## config.mk

```make
export PLATFORM = sky130hd
export DESIGN_NAME = fetch_queue
export DESIGN_NICKNAME = d
export VERILOG_FILES = /design/src/rtl/cpu_pkg.sv /design/src/rtl/fetch_queue_mem.sv /design/src/rtl/fetch_queue.sv
export SDC_FILE = /design/constraint.sdc
export NUM_CORES = 1
export LEC_CHECK = 0
export BUFFER_PORTS_ARGS = -buffer_cell sky130_fd_sc_hd__buf_4
export CORE_UTILIZATION = 45
export DETAILED_ROUTE_END_ITERATION = 7
export GPL_ROUTABILITY_DRIVEN = 0
export PLACE_DENSITY_LB_ADDON = 0.25
export SETUP_SLACK_MARGIN = 0.02
export SYNTH_ARGS = -nofsm -noshare
export SYNTH_HDL_FRONTEND = slang
export SYNTH_SLANG_ARGS = --single-unit
```

## constraint.sdc

```tcl
create_clock -name clock -period 7.1 [get_ports clock]
set_clock_uncertainty 0.05 [all_clocks]
set_input_delay 2.13 -clock clock [delete_from_list [all_inputs] [get_ports clock]]
set_output_delay 2.13 -clock clock [all_outputs]
set_load 0.005 [all_outputs]
```

## src/rtl/cpu_pkg.sv

```systemverilog
// Shared fetch-path defaults and the {pc, inst} bundle
// passed from fetch into decode.
package cpu_pkg;

  localparam int DEF_PC_W    = 16;
  localparam int DEF_INST_W  = 16;
  localparam int DEF_ROM_AW  = 12;
  localparam int DEF_PC_STEP = 2;
  localparam int DEF_DEPTH   = 4;

  typedef struct packed {
    logic [DEF_PC_W-1:0]   pc;
    logic [DEF_INST_W-1:0] inst;
  } fetch_entry_t;

endpackage

```

## src/rtl/fetch_queue_mem.sv

```systemverilog
// Fetch queue storage: DEPTH x W register array,
// one write port, one combinational read port, no reset.
module fetch_queue_mem #(
  parameter  int DEPTH = 4,
  parameter  int W     = 32,
  localparam int AW    = $clog2(DEPTH)
) (
  input  logic          clock,
  input  logic          write_en,
  input  logic [AW-1:0] write_addr,
  input  logic [W-1:0]  write_data,
  input  logic [AW-1:0] read_addr,
  output logic [W-1:0]  read_data
);

  logic [W-1:0] mem [DEPTH];

  always_ff @(posedge clock) begin
    if (write_en) mem[write_addr] <= write_data;
  end

  assign read_data = mem[read_addr];

endmodule

```

## src/rtl/fetch_queue.sv

```systemverilog
// Instruction fetch queue: generates PCs, reads the ROM and
// buffers {pc, inst} for decode; redirects flush everything.
module fetch_queue
  import cpu_pkg::*;
#(
  parameter  int PC_W    = DEF_PC_W,
  parameter  int INST_W  = DEF_INST_W,
  parameter  int ROM_AW  = DEF_ROM_AW,
  parameter  int PC_STEP = DEF_PC_STEP,
  parameter  int DEPTH   = DEF_DEPTH,
  localparam int PW      = $clog2(DEPTH)
) (
  input  logic              clock,
  input  logic              reset,
  output logic [ROM_AW-1:0] rom_addr,
  input  logic [INST_W-1:0] rom_data,
  input  logic              redirect_valid,
  input  logic [PC_W-1:0]   redirect_target,
  output logic              out_valid,
  input  logic              out_ready,
  output logic [INST_W-1:0] out_inst,
  output logic [PC_W-1:0]   out_pc,
  output logic [PW:0]       level
);

  localparam int EW = PC_W + INST_W;

  logic [PC_W-1:0] fetch_pc;
  logic [PW:0]     head;
  logic [PW:0]     tail;
  logic            full;
  logic            empty;
  logic            pop;
  logic            push;
  logic [EW-1:0]   head_entry;

  // Extra wrap bit distinguishes full from empty.
  assign empty = (head == tail);
  assign full  = (head[PW] != tail[PW]) &&
                 (head[PW-1:0] == tail[PW-1:0]);
  assign level = tail - head;

  assign out_valid = ~empty;
  assign pop  = out_valid & out_ready & ~redirect_valid;
  assign push = ~redirect_valid & (~full | pop);

  assign rom_addr = fetch_pc[ROM_AW-1:0];

  always_ff @(posedge clock) begin
    if (reset) begin
      fetch_pc <= '0;
      head     <= '0;
      tail     <= '0;
    end else if (redirect_valid) begin
      fetch_pc <= redirect_target;
      head     <= '0;
      tail     <= '0;
    end else begin
      if (push) begin
        tail     <= tail + 1'b1;
        fetch_pc <= fetch_pc + PC_W'(PC_STEP);
      end
      if (pop) head <= head + 1'b1;
    end
  end

  fetch_queue_mem #(
    .DEPTH (DEPTH),
    .W     (EW)
  ) u_mem (
    .clock      (clock),
    .write_en   (push),
    .write_addr (tail[PW-1:0]),
    .write_data ({fetch_pc, rom_data}),
    .read_addr  (head[PW-1:0]),
    .read_data  (head_entry)
  );

  assign out_pc   = head_entry[EW-1 -: PC_W];
  assign out_inst = head_entry[INST_W-1:0];

endmodule

```

==> results of run 1 <==
-- worst register-to-register path, delay by kind of cell (launching register included) --
kind	cells	cell delay (ps)
fa+ha+maj	1	320
flops	1	360
buf+inv	1	120
simple gates	4	1450
-- routing by layer --
metal	global-route usage [%]	vias to the layer above	share of wire, %
met5	0	-	0
met4	7.93	0	2.1
met3	5.12	18	4.3
met2	27.7	100	48
met1	24.2	1625	46
li1	-	1493	-
-- power groups by stage --
stage | combinational (mW) | clock (mW) | sequential, mW
2_1_floorplan | 0.0698 | 0 | 1.03
3_3_place_gp | 0.128 | 0 | 1.04
3_5_place_dp | 0.129 | 0 | 1.04
4_1_cts | 0.130 | 0.877 | 1.03
5_1_grt | 0.139 | 0.915 | 1.03
6_report | 0.128 | 0.865 | 1.02
-- cell families (layout without fill, tap and decap cells) --
group	count (synthesis)	count (layout)	share of synthesized area, %
DFF	152	152	71.0
and+or+nand+nor	65	65	5.87
muxes	36	36	12.5
buffers and inverters	35	126	2.96
AOI/OAI and AO/OA	32	32	4.03
xor gates and xnor gates	11	11	1.70
adders and majority gates	9	9	1.97
-- cell type report --
type / instances / area [µm²]
multi-input combinational: 153 / 1590
sequential: 152 / 4330
clock inverter: 7 / 65.1
timing repair buffer: 84 / 631
clock buffer: 25 / 517
fill: 1098 / 5850
inverter: 10 / 37.5
tap: 176 / 220
-- state kept, by name, indices dropped and copies added, names as in the netlist, named ones only --
register   cells
fetch_pc      16
tail           3
u_mem.mem    128
head           3
-- through the flow --
stage / cells / hold slack [ps] / util [%] / total power, mW / instance area (µm²)
floorplan: 340 / 432 / - / 1.10 / 6090
global placement: 575 / 485 / 51.4 / 1.17 / 6810
detailed placement: 575 / 490 / 51.4 / 1.17 / 6810
CTS: 607 / 497 / 55.8 / 2.03 / 7390
global route: 607 / 517 / 55.8 / 2.08 / 7390
finish: 607 / 494 / 55.8 / 2.02 / 7390
-- synthesized netlist by cell type, types with 2 or more instances --
library cell,number,area [µm²]
buf_2,3,15.0
o21ai_1,2,10.0
mux2i_1,4,40.0
xnor2_1,4,35.0
nor2_1,22,82.6
buf_1,2,7.51
ha_1,8,100
mux4_2,32,721
o21ai_0,4,20.0
or3_1,4,25.0
nand3_1,5,25.0
or4_1,2,15.0
nand4_1,3,18.8
dfxtp_1,24,480
or4_4,2,22.5
clkbuf_1,8,30.0
a21oi_1,2,10.0
xor2_1,6,52.6
buf_4,12,90.1
nor4_1,3,18.8
and2_1,5,31.3
o31ai_1,5,37.5
a211oi_1,4,30.0
a311oi_2,2,30.0
or2_2,2,12.5
a31oi_1,2,12.5
a311oi_1,5,43.8
nand2_1,7,26.3
edfxtp_1,128,3840
inv_1,10,37.5
-- worst paths after layout --
kind | start | end | slack (ps)
worst max-delay path | flip-flop | out_inst[10] | 2730
worst min-delay path | fetch_pc[0]$_SDFFE_PP0P_ | u_mem.mem[3][16]$_DFFE_PP_ | 490
worst max register to register | tail[0]$_SDFFE_PP0P_ | u_mem.mem[2][9]$_DFFE_PP_ | 4410
worst min register to register | fetch_pc[0]$_SDFFE_PP0P_ | u_mem.mem[3][16]$_DFFE_PP_ | 490
==> results.ini, run 1 <==
[final_layout]
n_antenna_cell = 0
final_common_cell = edfxtp_1
areaGrowthSynthToFinish_pct = 21.3
final_cell_mix = 128 x edfxtp_1, 84 x buf_4, 32 x mux4_2
nNetsFinal = 463
drive_gt1_share_pct = 37.4

[clock_tree]
clkLatencyLatePin_ps = 420
clk_pin_slew_ps = 60
post_cts_resized = 0
cts_buffers = 17
cts_setup_buffers = 0
clock-sinks = 152
ctsHtreeMaxLevel = 4
ctsHoldBuffers = 0
cts_tree = done
cts-root-buf = clkbuf_16
clk_path_buf_depth = 2

[power]
intPower_mw = 1.61
ir_drop_v = 0.000149
power_frac_seq_pct = 50.8
power.density_nw_per_um2 = 273
p_leak_nw = 2.57
switchingPower_mw = 0.408
swShare_pct = 20.2
p_comb_share_pct = 6.3
clockPowerShare_pct = 42.9

[detailed_routing]
routed-via-count = 3236
routed_via_density = 5.33
wirelength_um = 11600
wl_per_cell_um = 19.2
first_pass_iters = 4
ant_nets = 0
first_iter_violations = 279
drc = 0

[critical_path]
r2r_cells = 6
critical_path.endpoint_type = output port
worstSetupStartpointType = flip-flop
path_depth = 3
worstPathRequired_ps = 4920
crit_chain = buf_4, mux4_2, buf_4
cp_max_fo = 25
cp.arrival_ps = 2190
critPathMostFrequentCell = buf_4
max_stage_delay_ps = 600
critical-path-top-delay-family = buffers and inverters
cp_slowest_cell = mux4_2
path_class = flip-flop to output port
path_buf_inv = 2

[sta]
max_clock_freq_ghz = 0.229
slew_viol_final = 0
setup_viol = 0
period_needed_ps = 4370
hold_viol_final = 0
fin_crit_sh_pct = 61.5
grt_setup_unrepaired = no
fin_ws_ps = 2730
tightest_slew_ps = 949
final.setup.tns_ps = 0
slew_headroom_pct = 36.7

[logic_synthesis]
synth_seq_area_share_pct = 71.0
synth_flop_cell = edfxtp_1
yosysUniqueCellTypes = 48
synth_edf_count = 128
syn-num-nets = 385
netlist_area_um2 = 6090
ys_async_sr_fraction_pct = 0
syn_avg_cell_area_um2 = 17.9
syn_inst = 340
yosysWarnings = 0
ys_ff_latch = 152

[global_route]
grt_util_all_layers_pct = 18.1
grt_pass1_wl_um = 18600
antenna_found_initial = 0
grt_overflow = 0
grt_max_degree = 33
grt_pass1_vias = 3417

[die]
design.die.area_um2 = 14000
rows = 42
start_util_pct = 46.0
core_area_um2 = 13200
fp.dieW_um = 118
io-pin-count = 84
die_h_um = 118

[placement]
port-buffer-count = 83
place_ws_ps = 3120
hpwl_um = 7090

[hold_path]
hp-class = flip-flop to flip-flop
min_delay_path_depth = 0

[run]
max-cap-violations = 0

[run_status]
status = completed

Note: power is estimated with default switching activity, not from simulation.
==> inputs of run 2 (changes only) <==
- clock period: 7.1 -> 4.15 ns (I/O delays scaled with it)
==> run 2 against run 1 <==
  * Critical path depth unchanged
  * Sequential share of layout area about the same
  * Sequential cell count unchanged
  * Register-to-register slack got worse by 2900 ps
  * Clock power increased by 73%
  * Combinational power increased by 70%
  * Non-clock buffer count increased by 1
  * Via count increased by 0.68%
  * Cell count increased by 0.16%
  * Hold slack got worse by 1.9 ps
  * Critical path type unchanged
  * Critical endpoint is now out_inst[3]
  * Largest cell class unchanged
  * Largest power group unchanged
==> results.ini, run 2 (synthesized netlist as in run 1, its figures left out) <==
[run_status]
status = completed  ; unchanged

[sta]
slew_headroom_pct = 37.9  ; was 36.7%
slew_viol_final = 0  ; unchanged
final.setup.tns_ps = 0  ; unchanged
max_clock_freq_ghz = 0.290
hold_viol_final = 0  ; unchanged
fin_crit_sh_pct = 83.1
setup_viol = 0  ; unchanged
fin_ws_ps = 703  ; was 2730 ps
grt_setup_unrepaired = no  ; unchanged
timing.hold.ws_ps = 492  ; was 494 ps
tightest_slew_ps = 932  ; was 949 ps
period_needed_ps = 3450

[clock_tree]
clk_pin_slew_ps = 60  ; about the same
post_cts_resized = 0  ; unchanged
cts-root-buf = clkbuf_16  ; unchanged
clkLatencyLatePin_ps = 410  ; was 420 ps
cts_tree = done  ; unchanged
cts_setup_buffers = 0  ; unchanged
ctsHtreeMaxLevel = 4  ; unchanged
clock-sinks = 152  ; unchanged
cts_buffers = 17  ; unchanged
ctsHoldBuffers = 0  ; unchanged
clk_path_buf_depth = 2  ; unchanged

[critical_path]
reg2reg_slack_ps = 1470  ; was 4410 ps
worstPathRequired_ps = 2850  ; was 4920 ps
critical_path.endpoint_type = output port  ; unchanged
r2r_end = u_mem.mem[2][7]$_DFFE_PP_  ; was u_mem.mem[2][9]$_DFFE_PP_
cp.arrival_ps = 2150  ; was 2190 ps
path_buf_inv = 2  ; unchanged
worstSetupStartpointType = flip-flop  ; unchanged
cp_slowest_cell = dfxtp_2  ; was mux4_2
reg2reg_from = head[1]$_SDFFE_PP0P_  ; was tail[0]$_SDFFE_PP0P_
critical-path-top-delay-family = flip-flops  ; was buffers and inverters
cp_max_fo = 16  ; was 25
critPathMostFrequentCell = buf_4  ; unchanged
crit_chain = buf_4, mux4_2, buf_4  ; unchanged
r2r_cells = 6  ; unchanged
max_stage_delay_ps = 710  ; was 600 ps
path_class = flip-flop to output port  ; unchanged

[detailed_routing]
wl_per_cell_um = 19.0  ; was 19.2 µm
wirelength_um = 11500  ; was 11600 µm
routed-via-count = 3258  ; was 3236
drc = 0  ; unchanged
first_iter_violations = 290  ; was 279
ant_nets = 0  ; unchanged
first_pass_iters = 4  ; unchanged
routed_via_density = 5.36  ; was 5.33

[hold_path]
min_from = fetch_pc[12]$_SDFFE_PP0P_  ; was fetch_pc[0]$_SDFFE_PP0P_
worstHoldEndpoint = u_mem.mem[3][28]$_DFFE_PP_  ; was u_mem.mem[3][16]$_DFFE_PP_
hp-class = flip-flop to flip-flop  ; unchanged
min_delay_path_depth = 0  ; unchanged

[global_route]
grt_pass1_wl_um = 18400  ; was 18600 µm
antenna_found_initial = 0  ; unchanged
grt_util_all_layers_pct = 17.8  ; was 18.1%
grtUsageMet2_pct = 27.4  ; was 27.7%
grt_overflow = 0  ; unchanged
grt_max_degree = 33  ; unchanged
use_met1_pct = 24.6  ; was 24.2%
grt_pass1_vias = 3267  ; was 3417
busiest_layer = met2  ; unchanged
grtUsageMet3_pct = 3.91  ; was 5.12%

[final_layout]
largest_reg_flops = 128  ; unchanged
areaGrowthSynthToFinish_pct = 21.4  ; was 21.3%
nNetsFinal = 464  ; was 463
final_cell_mix = 128 x edfxtp_1, 85 x buf_4, 32 x mux4_2  ; was 128 x edfxtp_1, 84 x buf_4, 32 x mux4_2
fin_cells = 608  ; was 607
largest_register = u_mem.mem  ; unchanged
n_antenna_cell = 0  ; unchanged
fillers = 1069  ; was 1098
final_common_cell = edfxtp_1  ; unchanged
reg.largest.list = u_mem.mem x128, fetch_pc x16  ; unchanged
drive_gt1_share_pct = 37.5  ; was 37.4%

[die]
rows = 42  ; unchanged
design.die.area_um2 = 14000  ; unchanged
start_util_pct = 46.0  ; unchanged
die_h_um = 118  ; unchanged
core_area_um2 = 13200  ; unchanged
fp.dieW_um = 118  ; unchanged
io-pin-count = 84  ; unchanged

[power]
p_total_mw = 3.47  ; was 2.02 mW
p_comb_share_pct = 6.3  ; about the same
switchingPower_mw = 0.708  ; was 0.408 mW
p_leak_nw = 2.58  ; was 2.57 nW
intPower_mw = 2.76  ; was 1.61 mW
ir_drop_v = 0.000316  ; was 0.000149 V
power.density_nw_per_um2 = 469  ; was 273 nW/µm²
power_frac_seq_pct = 50.6  ; was 50.8%
swShare_pct = 20.4  ; was 20.2%
clockPowerShare_pct = 43.2  ; was 42.9%

[placement]
hpwl_um = 6960  ; was 7090 µm
place_ws_ps = 1060  ; was 3120 ps
port-buffer-count = 83  ; unchanged
dp.cells = 576  ; was 575

[run]
max-cap-violations = 0  ; unchanged

run 2: power by group through the flow:
stage                     combinational, mW  clock [mW]  sequential, mW
after floorplan                       0.119           0            1.77
after global placement                0.217           0            1.78
after detailed placement              0.219           0            1.79
after CTS                             0.221        1.51            1.76
after global routing                  0.238        1.58            1.76
final                                 0.217        1.50            1.75
run 2: per-layer routing:
| layer | wire length [µm] | vias to the layer above |
|---|---|---|
| li1 | - | 1510 |
| met1 | 5380 | 1650 |
| met2 | 5590 | 91 |
| met3 | 464 | 7 |
| met4 | 115 | 0 |
| met5 | 0 | - |
run 2: cell type report:
type	instances	area, µm²	area share (%)
multi-input combinational	153	1590	21.5
timing repair buffer	85	638	8.63
clock inverter	9	100	1.35
clock buffer	23	478	6.46
tap	176	220	2.98
inverter	10	37.5	0.508
sequential	152	4330	58.5
run 2: worst max-delay path by stage:
stage	cells after the start	slack, ps	endpoint
2_1_floorplan	3	1250	u_mem.mem[0][0]$_DFFE_PP_
3_3_place_gp	3	1080	out_inst[15]
3_5_place_dp	3	1060	out_inst[3]
4_1_cts	3	620	out_inst[3]
5_1_grt	3	530	out_inst[14]
6_report	3	700	out_inst[3]
run 2: worst reg2reg max path, stage by stage (launching register included):
cell and delay, ps:
dfxtp_1 420, inv_1 70, ha_1 300, nand2_1 260, nor3_2 140, nor2_1 230, and2_2 810
run 2: per-stage QoR:
step                area (µm²)  utilization [%]
floorplan                 6090                -
global placement          6820             51.5
detailed placement        6820             51.5
CTS                       7390             55.8
global route              7390             55.8
finish                    7390             55.8
==> inputs of run 3 (changes only) <==
- clock period: 4.15 -> 3.6 ns (I/O delays scaled with it)
==> run 3 against run 2 <==
  * Sequential power rose by 15%
  * Setup slack got worse by 260 ps
  * Largest cell class unchanged
  * Cell count rose by 0.16%
  * Cell area rose by 0.69%
  * Power rose by 18%
  * Utilization rose by 0.39 points
  * Sequential share of layout area fell by 0.40 points
  * Register-to-register slack got worse by 460 ps
  * Global-route usage rose by 0.16 points
  * Die area did not move
  * Clock-buffer cell count fell by 6
  * Hold slack improved by 11 ps
==> results.ini, run 3 (synthesized netlist as in run 1, its figures left out) <==
[critical_path]
critPathCapture = out_inst[15]  ; was out_inst[3]
cp_slowest_cell = dfxtp_2  ; unchanged
worstSetupStartpointType = flip-flop  ; unchanged
r2r_end = u_mem.mem[2][3]$_DFFE_PP_  ; was u_mem.mem[2][7]$_DFFE_PP_
max_stage_delay_ps = 620  ; was 710 ps
crit_chain = buf_12, mux4_2, buf_4  ; was buf_4, mux4_2, buf_4
critical_path.endpoint_type = output port  ; unchanged
path_class = flip-flop to output port  ; unchanged
reg2reg_slack_ps = 1010  ; was 1470 ps
r2r_cells = 6  ; unchanged
reg2reg_from = tail[0]$_SDFFE_PP0P_  ; was head[1]$_SDFFE_PP0P_
worstPathRequired_ps = 2470  ; was 2850 ps
cp.arrival_ps = 2030  ; was 2150 ps
cp_max_fo = 21  ; was 16

[global_route]
grt_pass1_vias = 3428  ; was 3267
grt_pass1_wl_um = 18600  ; was 18400 µm
antenna_found_initial = 0  ; unchanged
grt_max_degree = 33  ; unchanged
grt_util_all_layers_pct = 18.0  ; was 17.8%
grt_overflow = 0  ; unchanged

[final_layout]
drive_gt1_share_pct = 37.6  ; was 37.5%
reg.largest.list = u_mem.mem x128, fetch_pc x16  ; unchanged
stdcell_area_um2 = 7440  ; was 7390 µm²
areaGrowthSynthToFinish_pct = 22.2  ; was 21.4%
final_cell_mix = 128 x edfxtp_1, 85 x buf_4, 32 x mux4_2  ; unchanged
largest_register = u_mem.mem  ; unchanged
fin_cells = 609  ; was 608
nNetsFinal = 465  ; was 464
utilization_pct = 56.2  ; was 55.8%
final_common_cell = edfxtp_1  ; unchanged
largest_reg_flops = 128  ; unchanged
fillers = 1048  ; was 1069
n_antenna_cell = 0  ; unchanged

[die]
design.die.area_um2 = 14000  ; unchanged
die_h_um = 118  ; unchanged
start_util_pct = 46.0  ; unchanged
fp.dieW_um = 118  ; unchanged
io-pin-count = 84  ; unchanged
core_area_um2 = 13200  ; unchanged
rows = 42  ; unchanged

[clock_tree]
clkLatencyLatePin_ps = 420  ; was 410 ps
ctsHtreeMaxLevel = 4  ; unchanged
clk_pin_slew_ps = 60  ; about the same
post_cts_resized = 0  ; unchanged
ctsHoldBuffers = 0  ; unchanged
cts-root-buf = clkbuf_16  ; unchanged
cts_setup_buffers = 0  ; unchanged
cts_tree = done  ; unchanged
clk_path_buf_depth = 2  ; unchanged
cts_buffers = 17  ; unchanged
clock-sinks = 152  ; unchanged

[detailed_routing]
wl_per_cell_um = 19.3  ; was 19.0 µm
first_pass_iters = 4  ; unchanged
routed_via_density = 5.36  ; about the same
first_iter_violations = 294  ; was 290
wirelength_um = 11700  ; was 11500 µm
drc = 0  ; unchanged
ant_nets = 0  ; unchanged
routed-via-count = 3262  ; was 3258

[sta]
slew_headroom_pct = 40.8  ; was 37.9%
grt_setup_unrepaired = no  ; unchanged
slew_viol_final = 0  ; unchanged
fin_crit_sh_pct = 87.8
timing.hold.ws_ps = 502  ; was 492 ps
setup_viol = 0  ; unchanged
final.setup.tns_ps = 0  ; unchanged
hold_viol_final = 0  ; unchanged
period_needed_ps = 3160
fin_ws_ps = 439  ; was 703 ps
max_clock_freq_ghz = 0.316
tightest_slew_ps = 888  ; was 932 ps

[placement]
hpwl_um = 7250  ; was 6960 µm
dp.cells = 577  ; was 576
place_ws_ps = 831  ; was 1060 ps
port-buffer-count = 83  ; unchanged
post_dp_cell_area_um2 = 6840  ; was 6820 µm²

[power]
power.density_nw_per_um2 = 550  ; was 469 nW/µm²
p_comb_share_pct = 6.2  ; was 6.3%
ir_drop_v = 0.000370  ; was 0.000316 V
swShare_pct = 20.4  ; about the same
intPower_mw = 3.26  ; was 2.76 mW
switchingPower_mw = 0.834  ; was 0.708 mW
p_leak_nw = 2.60  ; was 2.58 nW
power_frac_seq_pct = 49.4  ; was 50.6%
clockPowerShare_pct = 44.5  ; was 43.2%
p_total_mw = 4.10  ; was 3.47 mW

[run]
max-cap-violations = 0  ; unchanged

[hold_path]
hp-class = flip-flop to flip-flop  ; unchanged

[run_status]
status = completed  ; unchanged

-- run 3: layout make-up --
cell class / instances / area, µm² / area share, %
sequential: 152 / 4330 / 58.1
multi-input combinational: 153 / 1590 / 21.4
inverter: 10 / 37.5 / 0.504
timing repair buffer: 86 / 658 / 8.84
tap: 176 / 220 / 2.96
clock buffer: 17 / 425 / 5.71
clock inverter: 15 / 184 / 2.47
-- run 3: power by group through the flow --
stage | logic, mW | clock network [mW] | registers [mW]
final | 0.253 | 1.82 | 2.02
after global routing | 0.273 | 1.92 | 2.03
after CTS | 0.258 | 1.84 | 2.02
after global placement | 0.255 | 0 | 2.06
after detailed placement | 0.257 | 0 | 2.06
after floorplan | 0.138 | 0 | 2.04
-- run 3: layer usage --
metal | vias up | global-route usage [%] | routed length (µm)
li1 | 1509 | - | -
met1 | 1638 | 24.2 | 5310
met2 | 101 | 28.2 | 5710
met5 | - | 0 | 0
met4 | 0 | 7.13 | 150
met3 | 14 | 4.34 | 567
-- run 3: critical path, delay by kind of cell, from the launching register on --
family	cells	cell delay, ps
buffers and inverters	2	430
DFF	1	620
muxes	1	550
-- run 3: worst min-delay path by stage --
| stage | from | endpoint | slack (ps) | cells past startpoint |
|---|---|---|---|---|
| floorplan | fetch_pc[13]$_SDFFE_PP0P_ | u_mem.mem[0][29]$_DFFE_PP_ | 430 | 0 |
| global placement | fetch_pc[13]$_SDFFE_PP0P_ | u_mem.mem[2][29]$_DFFE_PP_ | 480 | 0 |
| detailed placement | fetch_pc[0]$_SDFFE_PP0P_ | u_mem.mem[3][16]$_DFFE_PP_ | 500 | 0 |
| CTS | fetch_pc[12]$_SDFFE_PP0P_ | u_mem.mem[3][28]$_DFFE_PP_ | 500 | 0 |
| global route | fetch_pc[13]$_SDFFE_PP0P_ | u_mem.mem[1][29]$_DFFE_PP_ | 520 | 0 |
| finish | fetch_pc[0]$_SDFFE_PP0P_ | u_mem.mem[3][16]$_DFFE_PP_ | 500 | 0 |
